$ cat config.mk
export PLATFORM = sky130hd
export DESIGN_NAME = input_buffer_ctrl
export DESIGN_NICKNAME = d
export VERILOG_FILES = /design/src/rtl/input_buffer_ctrl.sv
export SDC_FILE = /design/constraint.sdc
export NUM_CORES = 1
export LEC_CHECK = 0
export ABC_AREA = 1
export BUFFER_PORTS_ARGS = -buffer_cell sky130_fd_sc_hd__buf_2
export CAP_MARGIN = 20
export CELL_PAD_IN_SITES_DETAIL_PLACEMENT = 0
export CELL_PAD_IN_SITES_GLOBAL_PLACEMENT = 1
export CORE_MARGIN = 1
export CORE_UTILIZATION = 42
export DETAILED_ROUTE_END_ITERATION = 8
export PLACE_DENSITY = 0.9
export SYNTH_ARGS = -nofsm -noshare
export SYNTH_HDL_FRONTEND = slang
export SYNTH_SLANG_ARGS = --single-unit
$ cat constraint.sdc
create_clock -name CLKEXT -period 2.7 [get_ports CLKEXT]
set_clock_uncertainty 0.15 [all_clocks]
set_input_delay 0.135 -clock CLKEXT [delete_from_list [all_inputs] [get_ports CLKEXT]]
set_output_delay 0.135 -clock CLKEXT [all_outputs]
set_load 0.01 [all_outputs]
$ cat src/rtl/input_buffer_ctrl.sv
// input_buffer_ctrl: clears the 8-lane input buffer, then streams row_cnt rows from the
// activation SRAM (base_addr upward) into it. Each row is loaded once and held valid
// until the PE array accepts it.
// Optional build macro: STALL_CNT_EN adds stall_cnt, a saturating count of HOLD cycles
// spent waiting for pe_ready.
module input_buffer_ctrl #(
    parameter int unsigned ADDR_W  = 10,
    parameter int unsigned MEM_LAT = 1
) (
    input  logic              CLKEXT,
    input  logic              RST,
    input  logic              start,
    input  logic [ADDR_W-1:0] base_addr,
    input  logic [7:0]        row_cnt,
    output logic              mem_rd,
    output logic [ADDR_W-1:0] mem_addr,
    output logic              EN_BUF_IN,
    output logic              CLR_BUF_IN,
    output logic              buf_valid,
    input  logic              pe_ready,
    output logic              busy,
`ifdef STALL_CNT_EN
    output logic [15:0]       stall_cnt,
`endif
    output logic              done
);

    // WAIT lasts MEM_LAT-1 cycles; lat_cnt runs 0..MEM_LAT-2.
    localparam int unsigned LatW = (MEM_LAT > 2) ? $clog2(MEM_LAT) : 1;
    localparam logic [LatW-1:0] LatLast = LatW'((MEM_LAT > 1) ? MEM_LAT - 2 : 0);

    typedef enum logic [2:0] {
        StIdle,
        StClear,
        StFetch,
        StWait,
        StLoad,
        StHold,
        StDone
    } state_e;

    state_e            state_q, state_d;
    logic [7:0]        idx_q, idx_d;
    logic [ADDR_W-1:0] base_q, base_d;
    logic [7:0]        cnt_q, cnt_d;
    logic [LatW-1:0]   lat_cnt_q, lat_cnt_d;

    // State and job registers; reset returns to IDLE from anywhere.
    always_ff @(posedge CLKEXT) begin
        if (RST) begin
            state_q   <= StIdle;
            idx_q     <= '0;
            base_q    <= '0;
            cnt_q     <= '0;
            lat_cnt_q <= '0;
        end else begin
            state_q   <= state_d;
            idx_q     <= idx_d;
            base_q    <= base_d;
            cnt_q     <= cnt_d;
            lat_cnt_q <= lat_cnt_d;
        end
    end

    // Next-state logic; job parameters are captured only on an accepted start.
    always_comb begin
        state_d   = state_q;
        idx_d     = idx_q;
        base_d    = base_q;
        cnt_d     = cnt_q;
        lat_cnt_d = lat_cnt_q;
        unique case (state_q)
            StIdle: begin
                if (start) begin
                    if (row_cnt != 8'd0) begin
                        state_d = StClear;
                        base_d  = base_addr;
                        cnt_d   = row_cnt;
                        idx_d   = '0;
                    end else begin
                        // Empty job: report completion without touching the buffer.
                        state_d = StDone;
                    end
                end
            end
            StClear: state_d = StFetch;
            StFetch: begin
                lat_cnt_d = '0;
                state_d   = (MEM_LAT == 1) ? StLoad : StWait;
            end
            StWait: begin
                if (lat_cnt_q == LatLast) begin
                    lat_cnt_d = '0;
                    state_d   = StLoad;
                end else begin
                    lat_cnt_d = lat_cnt_q + LatW'(1);
                end
            end
            StLoad: state_d = StHold;
            StHold: begin
                // buf_valid is high throughout HOLD, so pe_ready alone completes the handshake.
                if (pe_ready) begin
                    if (idx_q == cnt_q - 8'd1) begin
                        state_d = StDone;
                    end else begin
                        idx_d   = idx_q + 8'd1;
                        state_d = StFetch;
                    end
                end
            end
            StDone:  state_d = StIdle;
            default: state_d = StIdle;
        endcase
    end

    // State-decoded outputs; reset forces everything low except the buffer clear.
    always_comb begin
        mem_rd     = 1'b0;
        mem_addr   = '0;
        EN_BUF_IN  = 1'b0;
        CLR_BUF_IN = RST;
        buf_valid  = 1'b0;
        busy       = 1'b0;
        done       = 1'b0;
        if (!RST) begin
            busy = (state_q != StIdle);
            unique case (state_q)
                StClear: CLR_BUF_IN = 1'b1;
                StFetch: begin
                    mem_rd   = 1'b1;
                    mem_addr = base_q + ADDR_W'(idx_q);
                end
                StLoad:  EN_BUF_IN = 1'b1;
                StHold:  buf_valid = 1'b1;
                StDone:  done = 1'b1;
                default: ;
            endcase
        end
    end

`ifdef STALL_CNT_EN
    logic        start_acc;
    logic [15:0] stall_q;

    assign start_acc = (state_q == StIdle) && start;

    // Saturating stall counter; value survives DONE until the next accepted start.
    always_ff @(posedge CLKEXT) begin
        if (RST || start_acc) begin
            stall_q <= '0;
        end else if ((state_q == StHold) && !pe_ready && (stall_q != 16'hFFFF)) begin
            stall_q <= stall_q + 16'd1;
        end
    end

    assign stall_cnt = stall_q;
`endif

endmodule

## Word level (Yosys, flattened, before mapping)

Cells that the tools add are included.

| operators by class | value |
|---|---|
| add/sub/neg operators | 4 |
| multipliers | 0 |
| divide/modulo/power cells | 0 |
| magnitude comparators | 0 |
| equality and inequality tests | 12 |
| shift operators | 0 |
| mux-type cells | 26 |
| bitwise operators | 0 |
| reductions and logical operators | 8 |

Operators by type and width:

| operator | count |
|---|---|
| two-way mux 8 bit | 4 |
| two-way mux 10 bit | 2 |
| one-hot mux 3 bit (6 select lines) | 1 |
| one-hot mux 8 bit (2 select lines) | 1 |
| two-way mux 3 bit | 5 |
| two-way mux 1 bit | 12 |
| adder 10 x 8 -> 10 bit | 1 |
| inequality test 2 bit (second input constant) | 5 |
| equality test 3 bit (second input constant) | 3 |
| adder 8 x 1 -> 8 bit (second input constant) | 1 |
| equality test 8 bit | 1 |
| nonzero test 8 bit | 1 |
| subtractor 8 x 1 -> 8 bit (second input constant) | 1 |
| equality test 3 x 2 -> 1 bit (second input constant) | 2 |
| AND reduction 3 bit | 2 |
| AND reduction 5 bit | 1 |
| nonzero test 2 bit | 2 |
| equality test 3 x 1 -> 1 bit (second input constant) | 1 |
| zero test 3 bit | 1 |
| nonzero test 3 bit | 1 |
| one-hot mux 1 bit (2 select lines) | 1 |
| adder 1 bit (second input constant) | 1 |

| word-level totals | value |
|---|---|
| bits in registers | 30 |
| latch bits | 0 |
| RAM bits | 0 |
| bits in read-only memories | 0 |
| input bits | 22 |
| output and inout port bits | 16 |
| word-level logic and storage cells | 55 |
| memories | 0 |

## Depth between registers and ports, before layout

| depth | value |
|---|---|
| depth in word-level cells | 5 |
| depth in mapped cells | 15 |
| mapped depth without buffers | 15 |

## Worst setup path after synthesis

Ideal clock, no wire load.

| timing | value |
|---|---|
| path type | register to output |
| start point | register idx_q[0] |
| end point | output port mem_addr[6] |
| arrival time | 1.685 ns |
| required time | 2.415 ns |
| slack | 0.730 ns |
| stages on the path, launching flop included | 10 |
| buffers on the path | 0 |
| cells stage by stage | dfxtp_1 -> ha_1 -> fa_1 -> nand3_1 -> nand2_1 -> nand2_1 -> nand2_1 -> a21oi_1 -> o21ai_0 -> a21oi_1 |

| between the ends | value |
|---|---|
| longest elaborated chain between the ends | 3 |

Ends and longest elaborated chain:

| element | line | text |
|---|---|---|
| start, declared | 43 | `logic [7:0] idx_q, idx_d;` |
| start signal, assigned | 58 | `idx_q <= idx_d;` |
| adder 10 x 8 -> 10 bit | 131 | `mem_addr = base_q + ADDR_W'(idx_q);` |
| two-way mux 10 bit | 127 | `unique case (state_q)` |
| two-way mux 10 bit | 125 | `if (!RST) begin` |
| end, declared | 16 | `output logic [ADDR_W-1:0] mem_addr,` |

No other way between the ends.

## Final worst setup path

Ends and elaborated chain as after synthesis.

==> results_dict.tcl <==
set metrics [dict create \
    status "complete, no violations" \
    drv_slew 0 \
    gp_congestion 0.882 \
    crit_required_ns 2.41 \
    htree_levels 2 \
    layout.nets 410 \
    cts-root-buf "clkbuf_8" \
    syn_area_mm2 0.00208 \
    fin_setup_tns_ns 0 \
    leakage_nw 1.21 \
    cp-end-kind "primary output" \
    vdd_drop_max_mv 0.239 \
    rows 25 \
    grt_overflow 0 \
    hold_path.class "in2reg" \
    num_antenna_cells 0 \
    routed_via_density 4.96 \
    vias 2207 \
    dieArea_mm2 0.00524 \
    area_delta_synth_final_pct 23.0 \
    crit_type "reg2out" \
    fin_util_pct 53.9 \
    clk_path_buf_depth 2 \
    dieHeight_um 72.4 \
    ys.warnings.count 0 \
    critPathMaxFanout 7 \
    antenna_found_initial 0 \
    p_per_area_mw_per_mm2 514 \
    grt_max_degree 26 \
    start_kind "flop" \
    first_global_vias 1953 \
    tightest_slew_ns 0.492 \
    core_mm2 0.00475 \
    r2r-start "cnt_q[0]" \
    synth_fp_nets 358 \
    start_util_pct 43.8 \
    post_cts_resized 0 \
    grt_setup_unrepaired "false" \
    reg2reg_depth 14 \
    drt-pass1-iter-count 4 \
    die_w_um 72.4 \
    r2r_setup_slack_ns 0.74 \
    synth_cells 325 \
    drive_above_1_share_pct 18.5 \
    post-cts-setup-buffers 0 \
    fmaxAchievable_ghz 0.411 \
    antenna_left 0 \
    startpoint "idx_q[0]" \
    avgSynthCellArea_um2 6.41 \
    hold_viol_final 0 \
    cts_made_buffers 5 \
    clock_latency_ns 0.28 \
    grt_use_total_pct 21.3 \
    ys_seq_area_share_pct 27.9 \
    crit_end "mem_addr[6]" \
    drt_iter0_drc 153 \
    setup_violations 0 \
    grt_pass1_wl_um 8690 \
    cts_tree "done" \
    synth_cell_type_count 36 \
    final.fill_count 498 \
    cts.clk_slew.worst_paths_ns 0.07 \
    wl_um 5320 \
    postCtsHoldBufs 12 \
    drc 0 \
    synth.ff_latch_count 29 \
    post-route-min-period_ns 2.43 \
    io_pins 38 \
    fin_crit_sh_pct 90.1 \
    wire_per_inst_um 11.9 \
    r2r_end "idx_q[1]" \
    crit_arrival_ns 2.15 \
    hpwl_um 3950 \
    cap_viol_max_count 0 \
    portBuffers 37 \
    cts.sinks 29 \
    hold_start "row_cnt[1]" \
    max-slew-margin-rel_pct 67.2 \
]
-- registers in the layout (all words and copies together) (netlist names) --
register and count:
base_q 10, cnt_q 8, idx_q 8, state_q 3
-- report_power, final --
part | total [mW] | leakage, nW | switching (mW) | internal, mW
clock network | 0.408 | 0.0542 | 0.177 | 0.230
logic | 0.395 | 0.916 | 0.248 | 0.147
registers | 0.515 | 0.238 | 0.0423 | 0.473
-- stage by stage --
step | power (mW) | setup WS, ns | hold slack (ns) | instance area [µm²] | std cells
2_1_floorplan | 0.807 | 0.730 | 0.120 | 2080 | 325
3_3_place_gp | 0.899 | 0.618 | 0.206 | 2340 | 425
3_5_place_dp | 0.904 | 0.570 | 0.216 | 2340 | 425
4_1_cts | 1.32 | 0.254 | 0.00369 | 2560 | 445
5_1_grt | 1.40 | 0.0849 | 0.0254 | 2560 | 445
6_report | 1.32 | 0.268 | 0.00846 | 2560 | 445
-- metal layers --
metal	share of wire, %	wire length [µm]	GRT usage, %	up-vias
met3	4.5	239	3.89	7
met2	47	2480	36.6	52
met1	47	2490	26.9	986
met4	1.9	102	7.41	0
met5	0	0	0	-
li1	-	-	-	1162
-- cell families (layout without fill, tap and decap cells) --
kind of cell	count (synthesis)	after routing	synth area share (%)
and+or+nand+nor	170	170	35.0
buffers and inverters	42	95	7.87
xor gates and xnor gates	8	8	3.37
adders and majority gates	11	11	6.97
DFF	29	29	27.9
AOI/OAI and AO/OA	65	65	18.9
-- critical path, cell delays in order (launching register included) --
cell     delay (ns)
dfxtp_1        0.38
ha_1           0.29
fa_1           0.42
nand3_1        0.08
nand2_1        0.09
nand2_1        0.07
nand2_1        0.05
a21oi_1        0.14
o21ai_0        0.09
a21oi_1        0.11
buf_2          0.14
-- cell usage in the layout, fill, tap and decap left out, types with 2 or more instances in the layout --
cell type / instances
a211oi_1: 2
a21oi_1: 20
a21oi_2: 7
buf_2: 37
buf_4: 2
clkbuf_8: 7
clkinv_1: 2
dfxtp_1: 29
dlygate4sd3_1: 12
ha_1: 10
inv_1: 29
inv_2: 4
nand2_1: 72
nand2_4: 2
nand3_1: 21
nand4_1: 2
nor2_1: 62
nor2_2: 2
nor3_1: 3
o21ai_0: 29
xnor2_1: 3
xor2_1: 5
-- synth_stat cells --
library cell / count / area, µm²
a211oi_1: 2 / 15.0
a21o_1: 1 / 7.51
a21oi_1: 20 / 100
a21oi_2: 7 / 61.3
a21oi_4: 1 / 16.3
a31oi_1: 1 / 6.26
buf_1: 1 / 3.75
buf_2: 3 / 15.0
clkbuf_1: 2 / 7.51
clkinv_1: 2 / 7.51
dfxtp_1: 29 / 581
fa_1: 1 / 20.0
ha_1: 10 / 125
inv_1: 29 / 109
inv_2: 4 / 15.0
inv_4: 1 / 6.26
nand2_1: 72 / 270
nand2_2: 1 / 6.26
nand2_4: 2 / 22.5
nand3_1: 21 / 105
nand3_2: 1 / 10.0
nand4_1: 2 / 12.5
nor2_1: 62 / 233
nor2_2: 2 / 12.5
nor2_8: 1 / 20.0
nor3_1: 3 / 15.0
nor3b_1: 1 / 7.51
nor4_1: 1 / 6.26
o2111ai_1: 1 / 8.76
o21ai_0: 29 / 145
o21ai_2: 1 / 8.76
o21ai_4: 1 / 16.3
o21bai_1: 1 / 7.51
or2_4: 1 / 8.76
xnor2_1: 3 / 26.3
xor2_1: 5 / 43.8
-- worst min path at each step --
stage           endpoint  slack (ns)  depth (start not counted)
2_1_floorplan  base_q[9]        0.12                          2
3_3_place_gp   base_q[1]        0.21                          3
3_5_place_dp   base_q[3]        0.22                          3
4_1_cts         cnt_q[1]       0.004                          3
5_1_grt         cnt_q[1]        0.03                          3
6_report        cnt_q[1]       0.008                          3
-- layout make-up --
type	instances	area, µm²	share of cell area (%)
multi-input cells	254	1340	52.2
clock buffers	7	96.3	3.76
flip-flops and latches	29	581	22.7
repair buffers	51	320	12.5
well taps	67	83.8	3.27
clock inverters	1	5.00	0.195
inverters	36	138	5.37
No activity file was read; power rests on OpenSTA's default activity.
